### config.mk
export PLATFORM = sky130hd
export DESIGN_NAME = matrix_row_fetcher
export DESIGN_NICKNAME = d
export VERILOG_FILES = /design/src/rtl/xf_pkg.sv /design/src/rtl/matrix_row_bank.sv /design/src/rtl/matrix_row_fetcher.sv
export SDC_FILE = /design/constraint.sdc
export NUM_CORES = 1
export LEC_CHECK = 0
export ABC_AREA = 1
export BUFFER_PORTS_ARGS = -buffer_cell sky130_fd_sc_hd__buf_2
export CAP_MARGIN = 20
export CORE_ASPECT_RATIO = 0.5
export CORE_UTILIZATION = 55
export CTS_CLUSTER_SIZE = 25
export DETAILED_ROUTE_END_ITERATION = 10
export HOLD_SLACK_MARGIN = 0.02
export PLACE_DENSITY = 0.74
export SLEW_MARGIN = 25
export SYNTH_ARGS = -nofsm -noshare
export SYNTH_HDL_FRONTEND = slang
export SYNTH_HIERARCHICAL = 1
export SYNTH_SLANG_ARGS = --single-unit
export TNS_END_PERCENT = 10
### constraint.sdc
create_clock -name clk -period 9.05 [get_ports clk]
set_input_delay 2.2625 -clock clk [delete_from_list [all_inputs] [get_ports clk]]
set_output_delay 2.2625 -clock clk [all_outputs]
set_load 0.05 [all_outputs]
### src/rtl/xf_pkg.sv
// Shared definitions for the matrix row fetcher: FSM state encoding and a
// constant-evaluable ceil(log2) helper for sizing counters and ports.
package xf_pkg;

  typedef enum logic [1:0] {
    IDLE  = 2'd0,
    ISSUE = 2'd1,
    DRAIN = 2'd2
  } fetch_state_t;

  function automatic int clog2(input int value);
    int r;
    r = 0;
    while ((1 << r) < value) r++;
    return r;
  endfunction

endpackage

### src/rtl/matrix_row_bank.sv
// Shadow rows collect returning beats; a commit copies the masked rows into the
// committed view in one edge so consumers never observe a partial matrix.
module matrix_row_bank
  import xf_pkg::*;
#(
  parameter int ROWS_MAX = 4,
  parameter int DATA_W   = 128,
  parameter int RW       = clog2(ROWS_MAX + 1)
) (
  input  logic                       clk,
  input  logic                       resetn,
  input  logic                       wr_en,
  input  logic [RW-1:0]              wr_row,
  input  logic [DATA_W-1:0]          wr_data,
  input  logic                       commit,
  input  logic [ROWS_MAX-1:0]        row_mask,
  output logic [ROWS_MAX*DATA_W-1:0] rows_out
);

  logic [DATA_W-1:0] shadow    [ROWS_MAX];
  logic [DATA_W-1:0] committed [ROWS_MAX];

  always_ff @(posedge clk) begin
    for (int k = 0; k < ROWS_MAX; k++) begin
      if (wr_en && (wr_row == RW'(k))) shadow[k] <= wr_data;
    end
  end

  // The final beat lands in the same edge as the commit, so it bypasses the shadow.
  always_ff @(posedge clk) begin
    if (!resetn) begin
      for (int k = 0; k < ROWS_MAX; k++) committed[k] <= '0;
    end else if (commit) begin
      for (int k = 0; k < ROWS_MAX; k++) begin
        if (row_mask[k]) begin
          committed[k] <= (wr_en && (wr_row == RW'(k))) ? wr_data : shadow[k];
        end
      end
    end
  end

  always_comb begin
    rows_out = '0;
    for (int k = 0; k < ROWS_MAX; k++) rows_out[k*DATA_W +: DATA_W] = committed[k];
  end

endmodule

### src/rtl/matrix_row_fetcher.sv
// Fetches up to ROWS_MAX strided rows from a latency-tolerant memory port and
// publishes them atomically on matrix_out with a one-cycle done pulse.
module matrix_row_fetcher
  import xf_pkg::*;
#(
  parameter int ROWS_MAX = 4,
  parameter int DATA_W   = 128,
  parameter int ADDR_W   = 7,
  parameter int STRIDE_W = 3
) (
  input  logic                           clk,
  input  logic                           resetn,
  input  logic                           req_valid,
  output logic                           req_ready,
  input  logic [ADDR_W-1:0]              req_addr,
  input  logic [clog2(ROWS_MAX+1)-1:0]   req_rows,
  input  logic [STRIDE_W-1:0]            req_stride,
  output logic [ADDR_W-1:0]              mp_addr,
  output logic                           mp_enable,
  input  logic [DATA_W-1:0]              mp_data,
  input  logic                           mp_valid,
  output logic [ROWS_MAX*DATA_W-1:0]     matrix_out,
  output logic                           done,
  output logic                           busy,
  output logic                           err_spurious
);

  localparam int RW = clog2(ROWS_MAX + 1);

  fetch_state_t state, state_nxt;

  logic [ADDR_W-1:0]   cur_addr;
  logic [ADDR_W-1:0]   stride_r;
  logic [ADDR_W-1:0]   eff_stride;
  logic [RW-1:0]       rows_r, rows_clamp;
  logic [RW-1:0]       iss_cnt, ret_cnt, out_cnt, out_nxt;
  logic [ROWS_MAX-1:0] row_mask;
  logic                accept, issue, ret, spurious, last_issue, last_ret;
  logic                done_r, err_r;

  always_comb begin
    accept     = (state == IDLE) && req_valid;
    issue      = (state == ISSUE);
    spurious   = mp_valid && (out_cnt == '0);
    ret        = mp_valid && !spurious;
    last_issue = issue && (iss_cnt == rows_r - RW'(1));
    last_ret   = ret && (ret_cnt == rows_r - RW'(1));
    out_nxt    = out_cnt + RW'(issue) - RW'(ret);
    eff_stride = (req_stride == '0) ? ADDR_W'(1) : ADDR_W'(req_stride);
    rows_clamp = ((req_rows == '0) || (req_rows > RW'(ROWS_MAX))) ? RW'(ROWS_MAX) : req_rows;
    for (int k = 0; k < ROWS_MAX; k++) row_mask[k] = (RW'(k) < rows_r);
  end

  always_comb begin
    state_nxt = state;
    case (state)
      IDLE:  if (accept) state_nxt = ISSUE;
      ISSUE: begin
        if (last_ret)        state_nxt = IDLE;
        else if (last_issue) state_nxt = (out_nxt != '0) ? DRAIN : IDLE;
      end
      DRAIN: if (last_ret) state_nxt = IDLE;
      default: state_nxt = IDLE;
    endcase
  end

  always_ff @(posedge clk) begin
    if (!resetn) begin
      state   <= IDLE;
      iss_cnt <= '0;
      ret_cnt <= '0;
      out_cnt <= '0;
      done_r  <= 1'b0;
      err_r   <= 1'b0;
    end else begin
      state   <= state_nxt;
      out_cnt <= out_nxt;
      done_r  <= last_ret;
      if (spurious) err_r <= 1'b1;
      if (accept) begin
        iss_cnt <= '0;
        ret_cnt <= '0;
      end else begin
        if (issue) iss_cnt <= iss_cnt + RW'(1);
        if (ret)   ret_cnt <= ret_cnt + RW'(1);
      end
    end
  end

  // Request parameters only matter once a fetch has been accepted.
  always_ff @(posedge clk) begin
    if (accept) begin
      cur_addr <= req_addr;
      stride_r <= eff_stride;
      rows_r   <= rows_clamp;
    end else if (issue) begin
      cur_addr <= cur_addr + stride_r;
    end
  end

  matrix_row_bank #(
    .ROWS_MAX (ROWS_MAX),
    .DATA_W   (DATA_W),
    .RW       (RW)
  ) u_bank (
    .clk      (clk),
    .resetn   (resetn),
    .wr_en    (ret),
    .wr_row   (ret_cnt),
    .wr_data  (mp_data),
    .commit   (last_ret),
    .row_mask (row_mask),
    .rows_out (matrix_out)
  );

  assign req_ready    = (state == IDLE);
  assign busy         = (state != IDLE);
  assign mp_enable    = issue;
  assign mp_addr      = cur_addr;
  assign done         = done_r;
  assign err_spurious = err_r;

endmodule
; ---- Yosys cells after proc, flatten, opt, wreduce, memory -nomap -nowiden
; Memory sizes are Yosys's and may differ from the RTL's.
; Cells that the tools add are included.
[classes]
n_reduce_logical = 24
order_cmp = 5
bitwise = 5
eq_ne = 10
n_mux = 50
addsub = 6
[op_table]
columns = operator, n
row1 = 128-bit two-way mux, 11
row2 = 128-bit OR reduction, 3
row3 = 1-bit two-way mux, 28
row4 = 2-bit two-way mux, 8
row5 = 7-bit two-way mux, 2
row6 = 3-bit logical NOT, 4
row7 = 1-bit logical AND, 9
row8 = 7-bit adder, 1
row9 = "3-bit by 1-bit adder with 3-bit output, second input constant", 2
row10 = "3-bit by 2-bit equality test with 1-bit output, second input constant", 2
row11 = 3-bit equality test, 2
row12 = "1-bit by 3-bit less-than comparator with 1-bit output, first input constant", 2
row13 = "2-bit by 3-bit less-than comparator with 1-bit output, first input constant", 2
row14 = 2-bit one-hot mux with 3 select lines, 1
row15 = 1-bit bitwise OR, 4
row16 = 2-bit nonzero test, 2
row17 = 3-bit by 1-bit adder with 3-bit output, 1
row18 = "3-bit by 1-bit equality test with 1-bit output, second input constant", 1
row19 = "3-bit > comparator, second input constant", 1
row20 = "3-bit by 1-bit inequality test with 1-bit output, second input constant", 1
row21 = 3-bit AND reduction, 1
row22 = 3-bit nonzero test, 1
row23 = 3-bit by 1-bit subtractor with 3-bit output, 1
row24 = "3-bit by 1-bit subtractor with 3-bit output, second input constant", 1
row25 = 9 further kinds, 9
[totals]
memories = 2
ramBits = 1024
out_inout_bits = 524
elab_cells = 112
input_bits = 145
regBits = 30
[mem_list]
columns = name, depth, width, rd, rd_ports_with_merged_regs, wr, line_no
row1 = u_bank.committed, 4, 128, 4, 0, 4, matrix_row_bank.sv:21  ; logic [DATA_W-1:0] committed [ROWS_MAX];
row2 = u_bank.shadow, 4, 128, 4, 0, 1, matrix_row_bank.sv:20  ; logic [DATA_W-1:0] shadow [ROWS_MAX];

; ---- Depth between registers and ports, before layout
; Gate-level depths: netlist of run 1.
[logic_depth]
depth_word = 11
depth_mapped = 14
mapped_depth_nobuf = 14

; ---- By module
; The synthesis of run 1 kept the hierarchy.
[modules_own_cells]
columns = module, cells_each, n_inst, area_each_um2
row1 = matrix_row_bank, 4473, 1, 39406.5
row2 = matrix_row_fetcher, 192, 1, 1521.5

; ---- Worst setup path before layout of run 1
; Ideal clock, no wire load.
[synth_timing]
path_type = in2reg
start = in mp_valid
end = mem u_bank.committed[2][0] (enable)
path_slack_ps = 3007
cell_stages = 7
path_buffers = 1
arrival_time_ps = 5551
t_required_ps = 8558
path_cell_list = nand2_2 -> nor2_4 -> nand2_4 -> inv_1 -> buf_2 -> nand2_1 -> nand2_1
[synth_rtl]
columns = element, line_no
row1 = "start, declared", matrix_row_fetcher.sv:21  ; input logic mp_valid,
row2 = "end, declared", matrix_row_bank.sv:21

==> run_results.csv, run 1 <==
group,metric,value,unit
clock_network,cts_hold_buffers,0,
critical_path,worstSetupPathType,"in -> reg",
timing,grt_setup_unrepaired,"no",
critical_path,reg2regPathDepth,9,
logic_synthesis,synth_cells,4665,
global_routing,grt_usage,29.35,%
place,port_buffers,668,
logic_synthesis,syn_nets,4821,
cells_and_area,n_fill_cell,5905,
logic_synthesis,synthSimpleGateAreaFrac,21.56,%
cells_and_area,most-common-layout-cells,"inv_1 (1185), nand2_1 (1075), buf_2 (668)",
global_routing,busiest_layer,"met2",
logic_synthesis,ys_warn_count,6,
cells_and_area,fin_nets,5381,
status,outcome,"completed",
power_and_ir_drop,fin_total_pwr,0.01418,W
logic_synthesis,syn_avg_cell_area,8.773,µm²
critical_path,critPathArrivalTime,5.02,ns
global_routing,use_met3,4.161,%
route,drt_pass1_iterations,5,
cells_and_area,drive_gt1_share,16.30,%
power_and_ir_drop,pwr-share-clk,27.0,%
timing,setup_tns,0,ns
power_and_ir_drop,p_sw_share,34.60,%
critical_path,max_stage_delay,0.69,ns
clock_network,clockRootBuffer,"clkbuf_16",
place,place_inst,6105,
floorplan,num_rows,70,
cells_and_area,syn_to_final_growth,16.80,%
route,wirelength,113000,µm
route,drc_errors,0,
route,drt-wirelength-per-cell,18.01,µm
cells_and_area,multi_input_area,9284,µm²
critical_path,slowest_stage,"nand2_4",
timing,fin_crit_sh,51.24,%
power_and_ir_drop,comb_power_share,27.2,%
global_routing,grt_max_degree,201,
clock_network,path_clk_slew,0.07,ns
timing,hold_viol,0,
power_and_ir_drop,peakVddDrop,0.1603,mV
cells_and_area,fin_cells,6277,
floorplan,dieArea,75580,µm²
clock_network,tritoncts,"built",
cells_and_area,final_common_cell,"inv_1",
floorplan,initial_utilization,55.83,%
clock_network,clk-insertion-delay-late,0.67,ns
critical_path,crit_path_max_fanout,171,
global_routing,grt_pass1_wl,169800,µm
logic_synthesis,synth-compound-area-share,0.2721,%
place,gp_congestion,0.8727,
global_routing,grt_use_met1,35.90,%
min_path,holdPathStages,2,
timing,max_slew_margin,28.24,%
logic_synthesis,synth_mux_area_share,0,%
clock_network,cts_num_sinks,1050,
floorplan,die_height,194.9,µm
place,hpwl,69690,µm
clock_network,cts_made_buffers,88,
timing,skew,0.01964,ns
logic_synthesis,synth_cell_type_count,28,
power_and_ir_drop,seq_power_share,45.9,%
critical_path,startpoint_type,"input port",
logic_synthesis,synthXorXnorAreaFrac,0.1070,%
logic_synthesis,synthAdderAreaFrac,0.3730,%
timing,report.final.slew_viol_count,0,
logic_synthesis,ys_seq_area_share,64.20,%
timing,min_period,4.638,ns
power_and_ir_drop,intPower,0.009273,W
clock_network,htree_levels,3,
cells_and_area,register_area,26280,µm²
clock_network,cts_resized,0,
floorplan,die_w,387.8,µm
timing,max_freq,215.6,MHz
critical_path,cp.required,9.43,ns
power_and_ir_drop,p_leak,26.39,nW
clock_network,cts_setup_buffers,0,
floorplan,core,73310,µm²
logic_synthesis,syn_area,40930,µm²
route,drt_first_iter_violations,2303,
route,viasPerCell,4.994,
clock_network,cts_buffer_depth,3,
logic_synthesis,synth-seq-cells,1050,
critical_path,setup.worst_path.end_class,"flop",
global_routing,grt_pass1_vias,29835,
timing,tightest_slew,1.076,ns
global_routing,met2_usage,48.46,%
timing,setup_viol,0,
flow_run,max_cap_viol_count,0,
route,ant_nets,0,
route,vias,31347,
place,dp_slack,3.510,ns
min_path,hold_class,"reg -> reg",
global_routing,overflow,0,
logic_synthesis,synth_top_family_by_area,"simple AND/OR/NAND/NOR gates",
timing,setup_slack,4.412,ns
global_routing,grt_antenna_before_repair,11,
critical_path,path_cells,"buf_2, nand2_2, inv_1, inv_1, nor2_4, buf_12, nand2_4, buf_6, nand2_1, nand2_1, nor2_1",
floorplan,io_pins,669,
power_and_ir_drop,power.density,296.6,nW/µm²
power_and_ir_drop,p_switching,0.004905,W
## critical path, delay by kind of cell
kind / cells / cell delay, ns
buf+inv: 5 / 1.26
simple gates: 6 / 1.17
## power groups by stage
stage | clock [W] | combinational [W] | sequential (W)
CTS | 0.00388 | 0.00381 | 0.00650
global route | 0.00407 | 0.00434 | 0.00659
floorplan | 0 | 0.00234 | 0.00714
global placement | 0 | 0.00363 | 0.00655
detailed placement | 0 | 0.00378 | 0.00660
finish | 0.00382 | 0.00385 | 0.00651
## layout make-up
cell class              count  share of cell area [%]
inverters                1192                   9.375
flip-flops and latches   1050                   54.96
clock buffers             131                   5.434
multi-input cells        2194                   19.42
well taps                 972                   2.544
repair buffers            699                   7.682
clock inverters            29                  0.5287
diodes                     10                 0.05235
## cell usage after synthesis, drive strengths merged
library cell / n / share of area (%)
ha: 9 / 0.28
nand3b: 1 / 0.018
o21bai: 1 / 0.018
nand2: 1087 / 10
inv: 1191 / 11
dfxtp: 525 / 26
o21ai: 9 / 0.11
clkinv: 1 / 0.0092
edfxtp: 525 / 39
fa: 2 / 0.098
clkbuf: 83 / 0.76
or2: 2 / 0.031
xor2: 5 / 0.11
nand3: 533 / 6.5
nand4: 1 / 0.015
a21oi: 11 / 0.14
nor2: 533 / 5.0
buf: 146 / 1.8
## kinds of logic after synthesis
group,Yosys count
adder cells (fa/ha/maj),11
buffers and inverters,1421
AND/OR/NAND/NOR,2157
AO/OA/AOI/OAI,21
XOR/XNOR,5
flip-flops,1050
## final timing paths
kind	startpoint	endpoint	slack [ns]
hold reg to reg	err_spurious$_SDFFE_PN0P_	err_spurious$_SDFFE_PN0P_	0.45
hold / removal	err_spurious$_SDFFE_PN0P_	err_spurious$_SDFFE_PN0P_	0.45
setup / recovery	mp_valid	u_bank/committed[1][39]$_SDFFCE_PN0P_	4.41
setup reg to reg	ret_cnt[0]$_SDFFE_PP0P_	u_bank/committed[3][66]$_SDFFCE_PN0P_	5.07
## sequential cells by signal, summed over array words and instances, names as in the netlist
signal,count
err_spurious,1
u_bank/committed,512
iss_cnt,3
mp_addr,7
state,2
stride_r,3
ret_cnt,3
u_bank/shadow,512
out_cnt,3
done,1
rows_r,3
## through the flow
step	hold WS (ns)	area, µm²	utilization [%]
floorplan	0.4553	40930	-
global route	0.5024	47800	65.21
global placement	0.4400	44810	61.12
finish	0.4529	47800	65.21
detailed placement	0.4445	44840	61.17
CTS	0.4549	47690	65.06
## routing by layer
layer / wire [µm] / vias up
li1: - / 14998
met1: 43640 / 14735
met2: 54750 / 1270
met3: 6988 / 344
met4: 7668 / 0
met5: 0 / -
Note: power is estimated with default switching activity, not from simulation.
==> run 2: changes to the inputs <==
Settings changed: CORE_UTILIZATION 55 to 51, PLACE_DENSITY 0.74 to 0.72.
Clock period 9.05 ns to 4.1 ns, I/O delays scaled along.
==> run_results.csv, run 2 (synthesized netlist as in run 1, its figures left out) <==
group,metric,value,unit
critical_path,setup.worst_path.end_class,"flop",
clock_network,clk-insertion-delay-late,0.67,ns
timing,skew,0.01899,ns
timing,fin_crit_sh,75.61,%
clock_network,cts_made_buffers,91,
global_routing,grt_max_degree,210,
global_routing,grt_pass1_wl,173400,µm
global_routing,overflow,0,
floorplan,io_pins,669,
timing,setup_tns,0,ns
timing,max_freq,322.6,MHz
clock_network,cts_setup_buffers,0,
route,drt_pass1_iterations,6,
critical_path,worstSetupStartpoint,"rows_r[0]$_SDFFCE_PP0P_",
place,dp_slack,0.9146,ns
status,outcome,"completed",
floorplan,num_rows,73,
timing,setup_slack,1.000,ns
cells_and_area,syn_to_final_growth,18.16,%
global_routing,grt_usage,27.96,%
global_routing,grt_antenna_before_repair,12,
timing,max_slew_margin,36.32,%
clock_network,path_clk_slew,0.07,ns
flow_run,max_cap_viol_count,0,
critical_path,cp_common_cell,"nand2_1",
floorplan,die_w,402.6,µm
critical_path,r2r_end,"u_bank/committed[2][61]$_SDFFCE_PN0P_",
floorplan,core,79460,µm²
place,place_area,45350,µm²
route,drc_errors,0,
route,drt-wirelength-per-cell,18.03,µm
timing,min_period,3.100,ns
clock_network,tritoncts,"built",
critical_path,reg2regPathDepth,12,
timing,setup_viol,0,
clock_network,cts_hold_buffers,0,
critical_path,r2r_start,"rows_r[0]$_SDFFCE_PP0P_",
place,port_buffers,668,
timing,tightest_slew,0.9553,ns
route,wirelength,115100,µm
cells_and_area,fin_nets,5401,
power_and_ir_drop,peakVddDrop,0.4045,mV
critical_path,cp-endpoint,"u_bank/committed[2][61]$_SDFFCE_PN0P_",
critical_path,worstSetupPathType,"reg -> reg",
cells_and_area,final_common_cell,"inv_1",
critical_path,max_stage_delay,0.45,ns
clock_network,cts_buffer_depth,3,
route,viasPerCell,4.929,
clock_network,cts_resized,0,
timing,report.final.slew_viol_count,0,
critical_path,critPathArrivalTime,3.44,ns
clock_network,htree_levels,3,
floorplan,dieArea,81460,µm²
route,drt_first_iter_violations,2492,
critical_path,path_cells,"inv_1, ha_1, inv_1, nand2_1, nand2_1, nand2_1, nor2_4, nand2_4, inv_1, nand2_1, nand2_8, buf_4",
place,gp_congestion,0.8799,
clock_network,cts_num_sinks,1050,
cells_and_area,fin_area,48360,µm²
route,vias,31455,
critical_path,slowest_stage,"edfxtp_1",
critical_path,cp.required,4.44,ns
cells_and_area,most-common-layout-cells,"inv_1 (1185), nand2_1 (1075), buf_2 (668)",
timing,hold_viol,0,
cells_and_area,finish.utilization,60.86,%
floorplan,die_height,202.3,µm
power_and_ir_drop,p_leak,26.64,nW
min_path,hold_class,"reg -> reg",
cells_and_area,drive_gt1_share,16.79,%
floorplan,initial_utilization,51.51,%
timing,grt_setup_unrepaired,"no",
place,hpwl,73730,µm
route,ant_nets,0,
critical_path,crit_path_max_fanout,46,
global_routing,grt_pass1_vias,30335,
timing,worst_hold_slack,0.4804,ns
clock_network,clockRootBuffer,"clkbuf_16",
critical_path,startpoint_type,"flop",
critical_path,reg2reg_slack,1.00,ns
power_and_ir_drop,power.density,654.1,nW/µm²
-- run 2: cell count changes in the layout (fill, tap and decap cells not counted), sizes merged --
cell      before   now
buf          699   716
clkinv        19    34
bufinv         4     7
clkinvlp       4     7
clkbuf       131   117
inv         1194  1195
diode         10    12
-- run 2: per-layer routing --
metal  track usage (%)  part of all wire (%)  vias to the layer above
met2             46.23                    48                     1268
met4             18.96                   7.1                        0
li1                  -                     -                    15061
met3             4.265                   6.1                      346
met1             34.08                    39                    14780
met5                 0                     0                        -
-- run 2: how the worst min path moves through the flow --
| stage | depth (start not counted) | to | start | slack [ns] |
|---|---|---|---|---|
| 2_1_floorplan | 2 | iss_cnt[2]$_SDFFE_PP0P_ | iss_cnt[2]$_SDFFE_PP0P_ | 0.46 |
| 3_3_place_gp | 2 | err_spurious$_SDFFE_PN0P_ | err_spurious$_SDFFE_PN0P_ | 0.44 |
| 3_5_place_dp | 2 | err_spurious$_SDFFE_PN0P_ | err_spurious$_SDFFE_PN0P_ | 0.44 |
| 4_1_cts | 2 | err_spurious$_SDFFE_PN0P_ | err_spurious$_SDFFE_PN0P_ | 0.48 |
| 5_1_grt | 2 | err_spurious$_SDFFE_PN0P_ | err_spurious$_SDFFE_PN0P_ | 0.50 |
| 6_report | 2 | err_spurious$_SDFFE_PN0P_ | err_spurious$_SDFFE_PN0P_ | 0.48 |
-- run 2: layout make-up --
class | count | area, µm²
Sequential cell | 1050 | 26280
Multi-Input combinational cell | 2194 | 9266
Clock buffer | 117 | 2486
Tap cell | 1050 | 1314
Antenna cell | 12 | 30.03
Timing Repair Buffer | 716 | 4044
Fill cell | 6668 | 31100
Inverter | 1192 | 4482
Clock inverter | 51 | 461.7
-- run 2: stage by stage --
stage          std cells  total power [W]
3_3_place_gp        6200          0.02264
3_5_place_dp        6201          0.02308
4_1_cts             6369          0.03174
6_report            6382          0.03163
5_1_grt             6381          0.03349
2_1_floorplan       4665          0.02092
-- run 2: power breakdown --
group          internal (W)  leakage (nW)  switching [W]
logic               0.00228          15.4        0.00637
registers            0.0136          9.78       0.000728
clock network       0.00475          1.44        0.00389
total                0.0206          26.6         0.0110
-- run 2: worst max-delay path: cells and delay by family, from the launching register on --
kind | cells | cell delay (ns)
fa+ha+maj | 1 | 0.34
buf+inv | 4 | 0.89
flops | 1 | 0.45
simple gates | 7 | 1.05
